## src/rtl/clk_div_pkg.sv

```systemverilog
// Shared types and helpers for the run-time programmable clock divider.
package clk_div_pkg;

  typedef enum logic [1:0] {
    STOP  = 2'd0,
    RUN   = 2'd1,
    DRAIN = 2'd2
  } state_t;

  localparam int unsigned DIV_MIN = 2;

  // A ratio is legal when it is at least DIV_MIN and either even or odd
  // ratios are enabled. The upper bound 2^DIV_W-1 is implied by the port width.
  function automatic logic div_legal(input logic [31:0] n, input logic odd_en);
    return (n >= DIV_MIN) && (odd_en || !n[0]);
  endfunction

endpackage

```

## src/rtl/clk_div_core.sv

```systemverilog
// Period counter for the divider: tracks position within the current period,
// flags the boundary cycle and produces the registered clko / tick outputs.
// High phase is n>>1 cycles, low phase is the remainder.
module clk_div_core #(
  parameter int DIV_W = 8
) (
  input  logic             clk,
  input  logic             rst,
  input  logic [DIV_W-1:0] n,
  input  logic             run,
  input  logic             start,
  output logic             boundary,
  output logic             clko,
  output logic             tick
);

  logic [DIV_W-1:0] cnt;
  logic [DIV_W-1:0] cnt_inc;
  logic [DIV_W-1:0] hi;

  assign hi       = n >> 1;
  assign cnt_inc  = cnt + 1'b1;
  assign boundary = (cnt == n - 1'b1);

  // Period counter: start a new period, advance within one, or park at zero.
  always_ff @(posedge clk or posedge rst) begin
    // NOTE: non-blocking assignments so every register here sees pre-edge values.
    if (rst) begin
      cnt  <= '0;
      clko <= 1'b0;
      tick <= 1'b0;
    end else if (start) begin
      cnt  <= '0;
      clko <= 1'b1;
      tick <= 1'b1;
    end else if (run && !boundary) begin
      cnt  <= cnt_inc;
      tick <= 1'b0;
      if (cnt_inc == hi) clko <= 1'b0;
    end else begin
      cnt  <= '0;
      clko <= 1'b0;
      tick <= 1'b0;
    end
  end

endmodule

```

## src/rtl/clk_div_ctrl.sv

```systemverilog
// Run-time reconfigurable clock divider controller.
// Holds the STOP/RUN/DRAIN FSM, the pending-ratio register and the
// valid/ready configuration handshake; the period counter lives in clk_div_core.
// Optional feature macro: CLK_DIV_ODD_EN (accept odd divide ratios).
module clk_div_ctrl
  import clk_div_pkg::*;
#(
  parameter int DIV_W   = 8,
  parameter int DIV_RST = 4
) (
  input  logic             clk,
  input  logic             rst,
  input  logic             en,
  input  logic             cfg_valid,
  input  logic [DIV_W-1:0] cfg_div,
  output logic             cfg_ready,
  output logic             cfg_err,
  output logic             clko,
  output logic             tick,
  output logic             busy
);

`ifdef CLK_DIV_ODD_EN
  localparam logic ODD_EN = 1'b1;
`else
  localparam logic ODD_EN = 1'b0;
`endif

  state_t           state;
  state_t           state_next;
  logic [DIV_W-1:0] div_act;
  logic [DIV_W-1:0] div_pend;
  logic             pend;
  logic             xfer;
  logic             legal;
  logic             boundary;
  logic             period_end;
  logic             core_run;
  logic             core_start;

  assign xfer       = cfg_valid & cfg_ready;
  assign legal      = div_legal(32'(cfg_div), ODD_EN);
  assign cfg_ready  = ~pend;
  assign period_end = busy & boundary;

  // State register.
  always_ff @(posedge clk or posedge rst) begin
    if (rst) state <= STOP;
    else     state <= state_next;
  end

  // Next state: a running period always completes; en at the boundary
  // decides whether another period follows or the divider stops.
  always_comb begin
    // NOTE: default assignment first keeps this block free of inferred latches.
    state_next = state;
    case (state)
      STOP:       if (en) state_next = RUN;
      RUN, DRAIN: begin
        if (boundary) state_next = en ? RUN : STOP;
        else          state_next = en ? RUN : DRAIN;
      end
      default:    state_next = STOP;
    endcase
  end

  // Outputs of the FSM: busy flag and the controls for the period counter.
  always_comb begin
    busy       = (state != STOP);
    core_run   = busy;
    core_start = en && ((state == STOP) || boundary);
  end

  // Handshake: reject illegal ratios, apply legal ones at once when stopped,
  // otherwise hold them until the next period boundary.
  always_ff @(posedge clk or posedge rst) begin
    if (rst) begin
      div_act  <= DIV_W'(DIV_RST);
      div_pend <= '0;
      pend     <= 1'b0;
      cfg_err  <= 1'b0;
    end else begin
      cfg_err <= xfer && !legal;
      if (pend && period_end) begin
        div_act <= div_pend;
        pend    <= 1'b0;
      end else if (xfer && legal) begin
        if (busy) begin
          div_pend <= cfg_div;
          pend     <= 1'b1;
        end else begin
          div_act  <= cfg_div;
        end
      end
    end
  end

  clk_div_core #(
    .DIV_W (DIV_W)
  ) u_core (
    .clk      (clk),
    .rst      (rst),
    .n        (div_act),
    .run      (core_run),
    .start    (core_start),
    .boundary (boundary),
    .clko     (clko),
    .tick     (tick)
  );

endmodule

```

## config.mk

```make
export PLATFORM = sky130hd
export DESIGN_NAME = clk_div_ctrl
export DESIGN_NICKNAME = d
export VERILOG_FILES = /design/src/rtl/clk_div_pkg.sv /design/src/rtl/clk_div_core.sv /design/src/rtl/clk_div_ctrl.sv
export SDC_FILE = /design/constraint.sdc
export NUM_CORES = 1
export LEC_CHECK = 0
export CORE_MARGIN = 3
export CORE_UTILIZATION = 40
export DETAILED_ROUTE_END_ITERATION = 8
export SLEW_MARGIN = 20
export SYNTH_ARGS = -nofsm -noshare
export SYNTH_HDL_FRONTEND = slang
export SYNTH_SLANG_ARGS = --single-unit
```

## constraint.sdc

```tcl
create_clock -name clk -period 4.2 [get_ports clk]
set_clock_uncertainty 0.15 [all_clocks]
set_input_delay 0.84 -clock clk [delete_from_list [all_inputs] [get_ports clk]]
set_output_delay 0.84 -clock clk [all_outputs]
set_load 0.01 [all_outputs]
```

# Yosys cells after proc, flatten, opt, wreduce, memory -nomap -nowiden
# Cells that the tools add are included.
# word_totals
elab_cells	57
out_inout_bits	5
regBits	30
in_bits	12
# classes
bitwise	4
magnitude_cmp	1
n_eq_ne	7
add_sub_neg	2
muxes	17
reduce_logical	18
# ops
cell	count
two-way mux 8 bit	5
adder 8 x 1 -> 8 bit (second input constant)	1
equality test 8 x 7 -> 1 bit	1
equality test 8 bit	1
greater-or-equal comparator 8 x 2 -> 1 bit (second input constant)	1
two-way mux 1 bit	8
subtractor 8 x 1 -> 8 bit (second input constant)	1
logical AND 1 bit	6
two-way mux 2 bit	3
nonzero test 2 bit	3
case mux 2 bit (2 select lines)	1
AND reduction 2 bit	2
logical NOT 1 bit	3
!= test 3 bit (second input constant)	1
AND reduction 3 bit	1
AND 1 bit	2
equality test 2 x 1 -> 1 bit (second input constant)	1
equality test 2 bit (second input constant)	1
logical NOT 2 bit	1
!= test 2 x 1 -> 1 bit (second input constant)	1
!= test 2 bit (second input constant)	1
inverter 1 bit	2
OR reduction 2 bit	1
logical OR 1 bit	1

# Logic depth before layout (Yosys ltp)
# Gate-level depths: netlist (run 1).
# logic_depth
depth_word	6
mapped_depth	9
depth_no_buf	8

# By module
# Synthesis (run 1) repeated with hierarchy kept, for this count alone.
# hier_totals
hier_cells	145
area_unflattened_um2	1776.7
# modules_own_cells
module	instances	cells_per_inst	area_each_um2	seq_area_each_um2
clk_div_ctrl	1	69	968.4	501.7
clk_div_core	1	76	808.3	250.2

# Worst setup path before layout (run 1)
# Ideal clock, no wire load.
# synth_path
path_kind	reg2reg
from	register div_act[0]
to	register div_act[0]
stages_incl_launch_ff	9
n_path_buf	0
path_slack_ps	1662
arrival_ps	2269
synth_period_minus_slack_ps	2538
setup_time_ps	119
required_time_ps	3931
path_cell_list	dfrtp_1 -> inv_1 -> ha_1 -> or3b_1 -> or4_4 -> a31oi_4 -> nand4_4 -> mux2_4 -> o21a_1
# synth_between
elab_chain_len	6
word_cells_on_any_way	8
classes_between	add/sub: 1; eq/ne: 2; mux: 1; bitwise: 1; reduce/logical: 3
# synth_lines
element	line_no	rtl
from (decl)	clk_div_ctrl.sv:31	logic [DIV_W-1:0] div_act;
from (signal assigned)	clk_div_ctrl.sv:78	div_act <= DIV_W'(DIV_RST);
from (signal assigned)	clk_div_ctrl.sv:85	div_act <= div_pend;
from (signal assigned)	clk_div_ctrl.sv:92	div_act <= cfg_div;
subtractor 8 x 1 -> 8 bit (*)	clk_div_core.sv:23	assign boundary = (cnt == n - 1'b1);
equality test 8 bit (*)	clk_div_core.sv:23	
AND 1 bit (*)	clk_div_ctrl.sv:44	assign period_end = busy & boundary;
logical AND 1 bit (*)	clk_div_ctrl.sv:84	if (pend && period_end) begin
!= test 2 x 1 -> 1 bit (no line) or nonzero test 2 bit (tied branches)	n/a	
AND reduction 2 bit (no line)	n/a	
# Every way passes the cells marked *; elsewhere a longest branch is shown, timed or not.
# A chain may end at the register's enable or synchronous reset.

# Worst setup path in the final report (run 1)
# layout_path
from	input cfg_div[6]
to	register div_pend[5]
# layout_between
elab_chain_len	4
# layout_lines
element	line_no	rtl
from (decl)	clk_div_ctrl.sv:15	input logic [DIV_W-1:0] cfg_div,
greater-or-equal comparator 8 x 2 -> 1 bit	clk_div_pkg.sv:15	return (n >= DIV_MIN) && (odd_en || !n[0]);
logical AND 1 bit	clk_div_pkg.sv:15	
logical AND 1 bit	clk_div_ctrl.sv:87	end else if (xfer && legal) begin
AND reduction 3 bit (no line)	n/a	
to (signal assigned)	clk_div_ctrl.sv:89	div_pend <= cfg_div;
to (decl)	clk_div_ctrl.sv:32	logic [DIV_W-1:0] div_pend;
# Every way passes these cells.

==> report_table.html, run 1 <==
<table>
<tr><th>Metric</th><th>Value</th></tr>
<tr><th colspan="2">STA</th></tr>
<tr><td>Fin. Hold Viols</td><td>0</td></tr>
<tr><td>Max transition margin</td><td>0.583</td></tr>
<tr><td>Crit path time final</td><td>2.90 ns</td></tr>
<tr><td>Fmax</td><td>344 MHz</td></tr>
<tr><td>Transition time at the pin with the least slew margin</td><td>0.623 ns</td></tr>
<tr><td>Setup repair after global routing missed its margin</td><td>false</td></tr>
<tr><td>Pins Over Slew Limit</td><td>0</td></tr>
<tr><td>Final clock period utilization by the worst path</td><td>0.691</td></tr>
<tr><td>Setup_tns</td><td>0 ns</td></tr>
<tr><td>Count of final setup violators</td><td>0</td></tr>
<tr><th colspan="2">Die</th></tr>
<tr><td>Initial standard-cell utilization of the core</td><td>0.432</td></tr>
<tr><td>Die span in x</td><td>72.9 um</td></tr>
<tr><td>Number of placement rows</td><td>23</td></tr>
<tr><td>Total die area</td><td>5310 um2</td></tr>
<tr><td>Boundary pin count</td><td>17</td></tr>
<tr><td>Core Area</td><td>4140 um2</td></tr>
<tr><td>Height of the die</td><td>72.9 um</td></tr>
<tr><th colspan="2">Yosys</th></tr>
<tr><td>Share of synthesized registers carrying an async set or reset</td><td>1.00</td></tr>
<tr><td>Dominant cell type by area after synthesis</td><td>sky130_fd_sc_hd__dfrtp_1</td></tr>
<tr><td>Top cells by count, synth</td><td>29 x sky130_fd_sc_hd__dfrtp_1, 17 x sky130_fd_sc_hd__nor2_1, 12 x sky130_fd_sc_hd__clkbuf_1, 12 x sky130_fd_sc_hd__xnor2_1, 10 x sky130_fd_sc_hd__inv_1</td></tr>
<tr><td>Synthesized net count</td><td>191</td></tr>
<tr><td>Dominant cells by area after synthesis</td><td>sky130_fd_sc_hd__dfrtp_1 41%, sky130_fd_sc_hd__xnor2_1 5.9%, sky130_fd_sc_hd__mux2_2 4.4%</td></tr>
<tr><td>Synth Instances</td><td>174</td></tr>
<tr><td>Most common cell in the synthesized netlist</td><td>sky130_fd_sc_hd__dfrtp_1</td></tr>
<tr><td>Seq cells post-synth</td><td>30</td></tr>
<tr><td>Post-synth design cell area</td><td>1790 um2</td></tr>
<tr><td>Main synth FF type</td><td>sky130_fd_sc_hd__dfrtp_1</td></tr>
<tr><td>Number of enable flip-flop cells after synthesis</td><td>0</td></tr>
<tr><td>Part of the Yosys area used for sequential elements</td><td>0.420</td></tr>
<tr><td>Mean area per synthesized cell</td><td>10.3 um2</td></tr>
<tr><td>Distinct cell type count after synthesis</td><td>50</td></tr>
<tr><td>Number of warnings issued by yosys</td><td>0</td></tr>
<tr><td>Share of Yosys cell area claimed by the top area cell type</td><td>0.406</td></tr>
<tr><th colspan="2">Worst setup path</th></tr>
<tr><td>Max incr delay on CP</td><td>0.59 ns</td></tr>
<tr><td>Kind of cell with the highest combined delay on the critical path</td><td>simple AND/OR/NAND/NOR gates</td></tr>
<tr><td>Required time at the endpoint of the critical path</td><td>4.22 ns</td></tr>
<tr><td>Slowest library cell on the worst path</td><td>sky130_fd_sc_hd__nor2_1</td></tr>
<tr><td>Crit. End Element</td><td>flip-flop</td></tr>
<tr><td>Highest net fanout along the worst path</td><td>11</td></tr>
<tr><td>Chain of cells forming the critical path</td><td>clkdlybuf4s50_1 -&gt; nor3_1 -&gt; a21oi_1 -&gt; nand3_1 -&gt; nor2_1 -&gt; mux2_2</td></tr>
<tr><td>Crit path kind</td><td>primary input to flip-flop</td></tr>
<tr><td>Number of buffer and inverter stages on the critical path</td><td>1</td></tr>
<tr><td>Crit path launch type</td><td>primary input</td></tr>
<tr><td>Data arrival, critical path</td><td>2.92 ns</td></tr>
<tr><th colspan="2">Final layout</th></tr>
<tr><td>Synthesis-to-layout area growth</td><td>16.0%</td></tr>
<tr><td>Fillers</td><td>389</td></tr>
<tr><td>NumNets Final</td><td>201</td></tr>
<tr><td>Share of post-route cells with drive strength above 1</td><td>0.146</td></tr>
<tr><td>Final Cell Area</td><td>2080 um2</td></tr>
<tr><td>N_diodes</td><td>0</td></tr>
<tr><th colspan="2">Global route</th></tr>
<tr><td>Maximum number of pins on one net before global-route repair</td><td>31</td></tr>
<tr><td>Antenna violations before repair</td><td>0</td></tr>
<tr><td>Met1 Use GR</td><td>0.211</td></tr>
<tr><td>Busiest metal layer after global routing</td><td>met2</td></tr>
<tr><td>Met2 layer usage reported by global route</td><td>0.255</td></tr>
<tr><td>Wire length of the first global-routing pass</td><td>6.56 mm</td></tr>
<tr><td>Met3 capacity usage during global routing</td><td>0.0413</td></tr>
<tr><td>Total track usage</td><td>0.159</td></tr>
<tr><td>Congestion Overflow GR</td><td>0</td></tr>
<tr><td>Number of global-route vias before repair</td><td>1379</td></tr>
<tr><th colspan="2">Clock tree</th></tr>
<tr><td>Post-CTS setup buffer count</td><td>0</td></tr>
<tr><td>Clock sinks</td><td>30</td></tr>
<tr><td>Clock tree root buffer cell</td><td>sky130_fd_sc_hd__clkbuf_8</td></tr>
<tr><td>Clock-pin slew on the worst setup and hold paths</td><td>0.07 ns</td></tr>
<tr><td>Clock buffers created by TritonCTS</td><td>5</td></tr>
<tr><td>H-tree level count</td><td>2</td></tr>
<tr><td>Hold buffer count at cts</td><td>0</td></tr>
<tr><td>Longest Clk Path Bufs</td><td>2</td></tr>
<tr><td>Resize count post-CTS</td><td>0</td></tr>
<tr><td>CTS tree</td><td>done</td></tr>
<tr><td>Clock latency reported for the late side of the worst-skew pair</td><td>0.29 ns</td></tr>
<tr><th colspan="2">Pwr</th></tr>
<tr><td>LEAKAGE</td><td>0.000829 uW</td></tr>
<tr><td>Worst vdd rail ir drop</td><td>0.309 mV</td></tr>
<tr><td>Power per cell area</td><td>657 nW/um2</td></tr>
<tr><th colspan="2">Routing</th></tr>
<tr><td>Residual antenna-violating net count after detailed routing</td><td>0</td></tr>
<tr><td>Routed length per placed instance</td><td>15.9 um</td></tr>
<tr><td>Post-route DRC</td><td>0</td></tr>
<tr><td>Drt first pass iters</td><td>4</td></tr>
<tr><td>Vias post-DR</td><td>1311</td></tr>
<tr><td>Starting DRT DRC Count</td><td>73</td></tr>
<tr><td>Overall routed net length</td><td>3.74 mm</td></tr>
<tr><td>Routed via count divided by cell count</td><td>5.58</td></tr>
<tr><th colspan="2">Hold path</th></tr>
<tr><td>Type of the tightest min-delay check</td><td>flip-flop to flip-flop</td></tr>
<tr><th colspan="2">Placement</th></tr>
<tr><td>Count of buffers from port buffering</td><td>16</td></tr>
<tr><td>Global placer's final weighted congestion</td><td>0.788</td></tr>
<tr><td>Total placed instance area</td><td>1960 um2</td></tr>
<tr><td>Post-DP HPWL</td><td>2.79 mm</td></tr>
<tr><th colspan="2">Job</th></tr>
<tr><td>Maximum capacitance violations</td><td>0</td></tr>
<tr><th colspan="2">Outcome</th></tr>
<tr><td>Outcome</td><td>complete, no violations</td></tr>
</table>
power breakdown:
group	internal (uW)	switching (uW)	total (uW)
clock network	193	107	300
registers	392	133	525
logic	283	256	539
worst register-to-register path, delay by kind of cell, from the launching register on:
| kind | cells | cell delay, ns |
|---|---|---|
| DFF | 1 | 0.44 |
| adders and majority gates | 1 | 0.19 |
| and+or+nand+nor | 3 | 1.14 |
| AOI/OAI and AO/OA | 3 | 0.76 |
| buffers and inverters | 1 | 0.08 |
flip-flops by register name, indices dropped and copies added, names as in the netlist:
signal / flops
div_act: 8
div_pend: 8
u_core.cnt: 8
state: 2
cfg_err: 1
pend: 1
u_core.clko: 1
u_core.tick: 1
worst paths after layout:
check	start	endpoint	slack (ns)	cells past startpoint
max reg2reg	div_act[0]	u_core.clko	1.37	8
min	pend	cfg_err	0.33	1
max in group asynchronous	rst	state[1]	2.69	2
min in group asynchronous	rst	state[0]	0.80	2
min reg2reg	pend	cfg_err	0.33	1
max	cfg_div[6]	div_pend[5]	1.30	6
through the flow:
step | instances | power [uW] | utilization | worst slack [ns] | hold slack [ns]
floorplan | 174 | 926 | - | 1.66 | 0.282
detailed placement | 227 | 1070 | 0.473 | 1.00 | 0.308
global placement | 227 | 1060 | 0.473 | 1.15 | 0.345
CTS | 235 | 1380 | 0.501 | 1.31 | 0.323
finish | 235 | 1360 | 0.501 | 1.30 | 0.328
global route | 235 | 1460 | 0.501 | 1.10 | 0.364
cell usage in the layout (no fill, tap or decap), types with 2 or more instances in the layout:
cell,synthesis,layout
sky130_fd_sc_hd__o221a_1,2,2
sky130_fd_sc_hd__a31oi_1,3,3
sky130_fd_sc_hd__nor2b_1,2,2
sky130_fd_sc_hd__clkbuf_8,0,6
sky130_fd_sc_hd__nand4_1,3,3
sky130_fd_sc_hd__clkdlybuf4s50_1,0,16
sky130_fd_sc_hd__inv_1,10,9
sky130_fd_sc_hd__nand3_1,5,5
sky130_fd_sc_hd__o221a_2,5,5
sky130_fd_sc_hd__nand2_1,5,5
sky130_fd_sc_hd__mux2_2,7,7
sky130_fd_sc_hd__or3_1,7,7
sky130_fd_sc_hd__nand2b_1,2,2
sky130_fd_sc_hd__xor2_1,7,7
sky130_fd_sc_hd__or3b_1,2,2
sky130_fd_sc_hd__a21oi_1,3,3
sky130_fd_sc_hd__dfrtp_1,29,29
sky130_fd_sc_hd__a211o_1,2,2
sky130_fd_sc_hd__o21ai_0,2,2
sky130_fd_sc_hd__nor2_1,17,17
sky130_fd_sc_hd__xnor2_1,12,12
sky130_fd_sc_hd__ha_1,5,5
sky130_fd_sc_hd__nor3_1,4,4
layer usage:
layer,routed length [um],vias to the layer above
met1,1810,640
met3,124,7
met2,1770,22
met4,47,0
li1,-,642
met5,0,-
cell type report:
| class | count | area, um2 | area share |
|---|---|---|---|
| Multi-Input combinational cell | 121 | 947 | 0.456 |
| Sequential cell | 30 | 752 | 0.362 |
| Timing Repair Buffer | 16 | 160 | 0.0772 |
| Clock buffer | 7 | 86.3 | 0.0416 |
| Tap cell | 50 | 62.6 | 0.0301 |
| Inverter | 10 | 37.5 | 0.0181 |
| Clock inverter | 1 | 30.0 | 0.0145 |
cells by family after synthesis:
logic type | after synthesis | synth area share
and+or+nand+nor | 57 | 0.185
AOI/OAI and AO/OA | 31 | 0.152
DFF | 30 | 0.420
buffers and inverters | 23 | 0.0504
xor gates and xnor gates | 20 | 0.106
muxes | 8 | 0.0524
adders and majority gates | 5 | 0.0350
(Power assumes the default switching activity.)
==> run 2: changes to the inputs <==
==> constraint.sdc (replaced) <==
create_clock -name clk -period 2.5 [get_ports clk]
set_clock_uncertainty 0.15 [all_clocks]
set_input_delay 0.5 -clock clk [delete_from_list [all_inputs] [get_ports clk]]
set_output_delay 0.5 -clock clk [all_outputs]
set_load 0.01 [all_outputs]
==> run 2 against run 1 <==
Effect of this change: the flow now finishes with violations (setup timing); flip-flop and latch count unchanged; power rose by 79%; clock-buffer cell count stayed put; wire length up 11%.
==> report_table.html, run 2 (synthesized netlist as in run 1, its figures left out) <==
<table>
<tr><th>Metric</th><th>Value</th></tr>
<tr><th colspan="2">STA</th></tr>
<tr><td>Fin. Hold Viols</td><td>0 (unchanged)</td></tr>
<tr><td>Fmax</td><td>389 MHz</td></tr>
<tr><td>Post-route worst setup slack</td><td>-0.0680 ns (-1.36 ns)</td></tr>
<tr><td>Crit path time final</td><td>2.57 ns</td></tr>
<tr><td>Setup_tns</td><td>-0.229 ns (-0.229 ns)</td></tr>
<tr><td>Pins Over Slew Limit</td><td>0 (unchanged)</td></tr>
<tr><td>Setup repair after global routing missed its margin</td><td>true</td></tr>
<tr><td>Final clock period utilization by the worst path</td><td>1.03</td></tr>
<tr><td>Transition time at the pin with the least slew margin</td><td>0.748 ns (+0.125 ns)</td></tr>
<tr><td>Max transition margin</td><td>0.497 (-0.0856)</td></tr>
<tr><td>Count of final setup violators</td><td>11 (+11)</td></tr>
<tr><th colspan="2">Die</th></tr>
<tr><td>Boundary pin count</td><td>17 (unchanged)</td></tr>
<tr><td>Core Area</td><td>4140 um2 (unchanged)</td></tr>
<tr><td>Number of placement rows</td><td>23 (unchanged)</td></tr>
<tr><td>Initial standard-cell utilization of the core</td><td>0.432 (unchanged)</td></tr>
<tr><td>Height of the die</td><td>72.9 um (unchanged)</td></tr>
<tr><td>Die span in x</td><td>72.9 um (unchanged)</td></tr>
<tr><td>Total die area</td><td>5310 um2 (unchanged)</td></tr>
<tr><th colspan="2">Final layout</th></tr>
<tr><td>NumNets Final</td><td>220 (+9.5%)</td></tr>
<tr><td>Fraction of the core area covered by cells at the end of the flow</td><td>0.537 (+0.0365)</td></tr>
<tr><td>Commonest non-fill, non-tap cells in the layout</td><td>29 x sky130_fd_sc_hd__dfrtp_1, 17 x sky130_fd_sc_hd__nor2_1, 16 x sky130_fd_sc_hd__clkdlybuf4s50_1, 16 x sky130_fd_sc_hd__buf_4, 12 x sky130_fd_sc_hd__xnor2_1</td></tr>
<tr><td>Final Cell Area</td><td>2230 um2 (+7.3%)</td></tr>
<tr><td>Largest registers in the final layout</td><td>div_act: 8 flops, div_pend: 8 flops, u_core.cnt: 8 flops</td></tr>
<tr><td>Commonest non-fill, non-tap cell in the layout</td><td>sky130_fd_sc_hd__dfrtp_1</td></tr>
<tr><td>Synthesis-to-layout area growth</td><td>24.5%</td></tr>
<tr><td>Share of post-route cells with drive strength above 1</td><td>0.230 (+0.0844)</td></tr>
<tr><td>Non-filler instance count after layout</td><td>254 (+8.1%)</td></tr>
<tr><td>N_diodes</td><td>0 (unchanged)</td></tr>
<tr><th colspan="2">Clock tree</th></tr>
<tr><td>H-tree level count</td><td>2 (unchanged)</td></tr>
<tr><td>Clock-pin slew on the worst setup and hold paths</td><td>0.06 ns (about the same)</td></tr>
<tr><td>Clock sinks</td><td>30 (unchanged)</td></tr>
<tr><td>Longest Clk Path Bufs</td><td>2 (unchanged)</td></tr>
<tr><td>Clock latency reported for the late side of the worst-skew pair</td><td>0.28 ns (about the same)</td></tr>
<tr><td>Hold buffer count at cts</td><td>0 (unchanged)</td></tr>
<tr><td>Clock buffers created by TritonCTS</td><td>5 (unchanged)</td></tr>
<tr><td>Clock tree root buffer cell</td><td>sky130_fd_sc_hd__clkbuf_8</td></tr>
<tr><td>CTS tree</td><td>done</td></tr>
<tr><th colspan="2">Placement</th></tr>
<tr><td>Total placed instance area</td><td>2080 um2 (+6.4%)</td></tr>
<tr><td>Post-DP HPWL</td><td>3.00 mm (+7.5%)</td></tr>
<tr><td>Placed cells</td><td>243 (+7.0%)</td></tr>
<tr><td>Count of buffers from port buffering</td><td>16 (unchanged)</td></tr>
<tr><td>Global placer's final weighted congestion</td><td>0.895 (+14%)</td></tr>
<tr><th colspan="2">Global route</th></tr>
<tr><td>Met3 capacity usage during global routing</td><td>0.0455 (+0.00413)</td></tr>
<tr><td>Busiest metal layer after global routing</td><td>met2</td></tr>
<tr><td>Number of global-route vias before repair</td><td>1463 (+6.1%)</td></tr>
<tr><td>Met1 Use GR</td><td>0.229 (+0.0177)</td></tr>
<tr><td>Maximum number of pins on one net before global-route repair</td><td>31 (unchanged)</td></tr>
<tr><td>Antenna violations before repair</td><td>0 (unchanged)</td></tr>
<tr><td>Total track usage</td><td>0.173 (+0.0134)</td></tr>
<tr><td>Wire length of the first global-routing pass</td><td>6.99 mm (+6.6%)</td></tr>
<tr><td>Met2 layer usage reported by global route</td><td>0.274 (+0.0190)</td></tr>
<tr><td>Congestion Overflow GR</td><td>0 (unchanged)</td></tr>
<tr><th colspan="2">Worst setup path</th></tr>
<tr><td>Required time at the endpoint of the critical path</td><td>2.52 ns (-1.70 ns)</td></tr>
<tr><td>Reg2Reg Depth</td><td>8 (unchanged)</td></tr>
<tr><td>Crit path kind</td><td>flip-flop to flip-flop</td></tr>
<tr><td>Register-to-register setup slack</td><td>-0.07 ns (-1.44 ns)</td></tr>
<tr><td>Highest net fanout along the worst path</td><td>5 (-6)</td></tr>
<tr><td>Data arrival, critical path</td><td>2.59 ns (-0.33 ns)</td></tr>
<tr><td>Crit path launch type</td><td>flip-flop</td></tr>
<tr><td>Crit. End Element</td><td>flip-flop</td></tr>
<tr><th colspan="2">Routing</th></tr>
<tr><td>Routed via count divided by cell count</td><td>5.74 (+2.9%)</td></tr>
<tr><td>Starting DRT DRC Count</td><td>130 (+78%)</td></tr>
<tr><td>Post-route DRC</td><td>0 (unchanged)</td></tr>
<tr><td>Drt first pass iters</td><td>4 (unchanged)</td></tr>
<tr><td>Routed length per placed instance</td><td>16.4 um (+3.0%)</td></tr>
<tr><td>Residual antenna-violating net count after detailed routing</td><td>0 (unchanged)</td></tr>
<tr><td>Overall routed net length</td><td>4.17 mm (+11%)</td></tr>
<tr><td>Vias post-DR</td><td>1458 (+11%)</td></tr>
<tr><th colspan="2">Pwr</th></tr>
<tr><td>Power per cell area</td><td>1090 nW/um2 (+66%)</td></tr>
<tr><td>LEAKAGE</td><td>0.000919 uW (+11%)</td></tr>
<tr><td>Worst vdd rail ir drop</td><td>0.549 mV (+78%)</td></tr>
<tr><th colspan="2">Job</th></tr>
<tr><td>Maximum capacitance violations</td><td>0 (unchanged)</td></tr>
<tr><th colspan="2">Hold path</th></tr>
<tr><td>Type of the tightest min-delay check</td><td>flip-flop to flip-flop</td></tr>
<tr><td>Cell count of the worst hold path</td><td>1 (unchanged)</td></tr>
<tr><th colspan="2">Outcome</th></tr>
<tr><td>Violations in the final reports</td><td>setup timing</td></tr>
<tr><td>Outcome</td><td>finished, violations left</td></tr>
</table>
## run 2: cell type report
type | instances | area (um2)
inverter | 10 | 37.5
clock buffer | 7 | 86.3
timing repair buffer | 34 | 303
fill | 383 | 1920
sequential | 30 | 752
multi-input combinational | 122 | 981
clock inverter | 1 | 5.00
tap | 50 | 62.6
## run 2: critical path: stages (launching register included)
cell and delay [ns]:
sky130_fd_sc_hd__dfrtp_1 0.38, sky130_fd_sc_hd__inv_1 0.06, sky130_fd_sc_hd__ha_2 0.16, sky130_fd_sc_hd__or3b_4 0.39, sky130_fd_sc_hd__or4_4 0.44, sky130_fd_sc_hd__a31oi_4 0.24
sky130_fd_sc_hd__nand4_4 0.19, sky130_fd_sc_hd__mux2_4 0.35, sky130_fd_sc_hd__o21a_1 0.10
## run 2: what timing repair did
action	4_1_cts	5_1_grt
setup buffers	2	0
gates resized for setup	4	1
endpoints found under the setup margin	10	20
cloned	1	0
pin swaps	4	5
## run 2: layer usage
layer,routed length (um),up-vias,share of wire
met5,0,-,0
met4,45,0,0.011
met3,168,6,0.040
met2,2000,42,0.48
met1,1950,726,0.47
li1,-,684,-
## run 2: stage by stage
step	setup WS, ns	power [uW]	hold WS (ns)
2_1_floorplan	-0.00279	1560	0.282
3_3_place_gp	0.000821	1930	0.299
3_5_place_dp	-0.0824	1960	0.315
4_1_cts	-0.0736	2430	0.321
5_1_grt	-0.160	2600	0.363
6_report	-0.0680	2440	0.329
## run 2: worst paths after layout
| path | startpoint | to |
|---|---|---|
| min reg2reg | pend | cfg_err |
| max reg2reg | div_act[1] | div_act[0] |
| min in group asynchronous | rst | u_core.tick |
| min | pend | cfg_err |
| max | div_act[1] | div_act[0] |
| max in group asynchronous | rst | div_act[2] |
## run 2: report_power, final
group	switching, uW	leakage, uW	internal (uW)
Clock	182	0.0000482	222
Combinational	586	0.000496	626
Sequential	162	0.000375	660
==> run 3: changes to the inputs <==
--- a/config.mk
+++ b/config.mk
@@ -7,6 +7,7 @@
 export LEC_CHECK = 0
 export CORE_MARGIN = 3
 export CORE_UTILIZATION = 40
+export CTS_CLUSTER_SIZE = 28
 export DETAILED_ROUTE_END_ITERATION = 8
 export SLEW_MARGIN = 20
 export SYNTH_ARGS = -nofsm -noshare
==> results of run 3 <==
Final layout, timing and power as in run 2 (identical DEF).
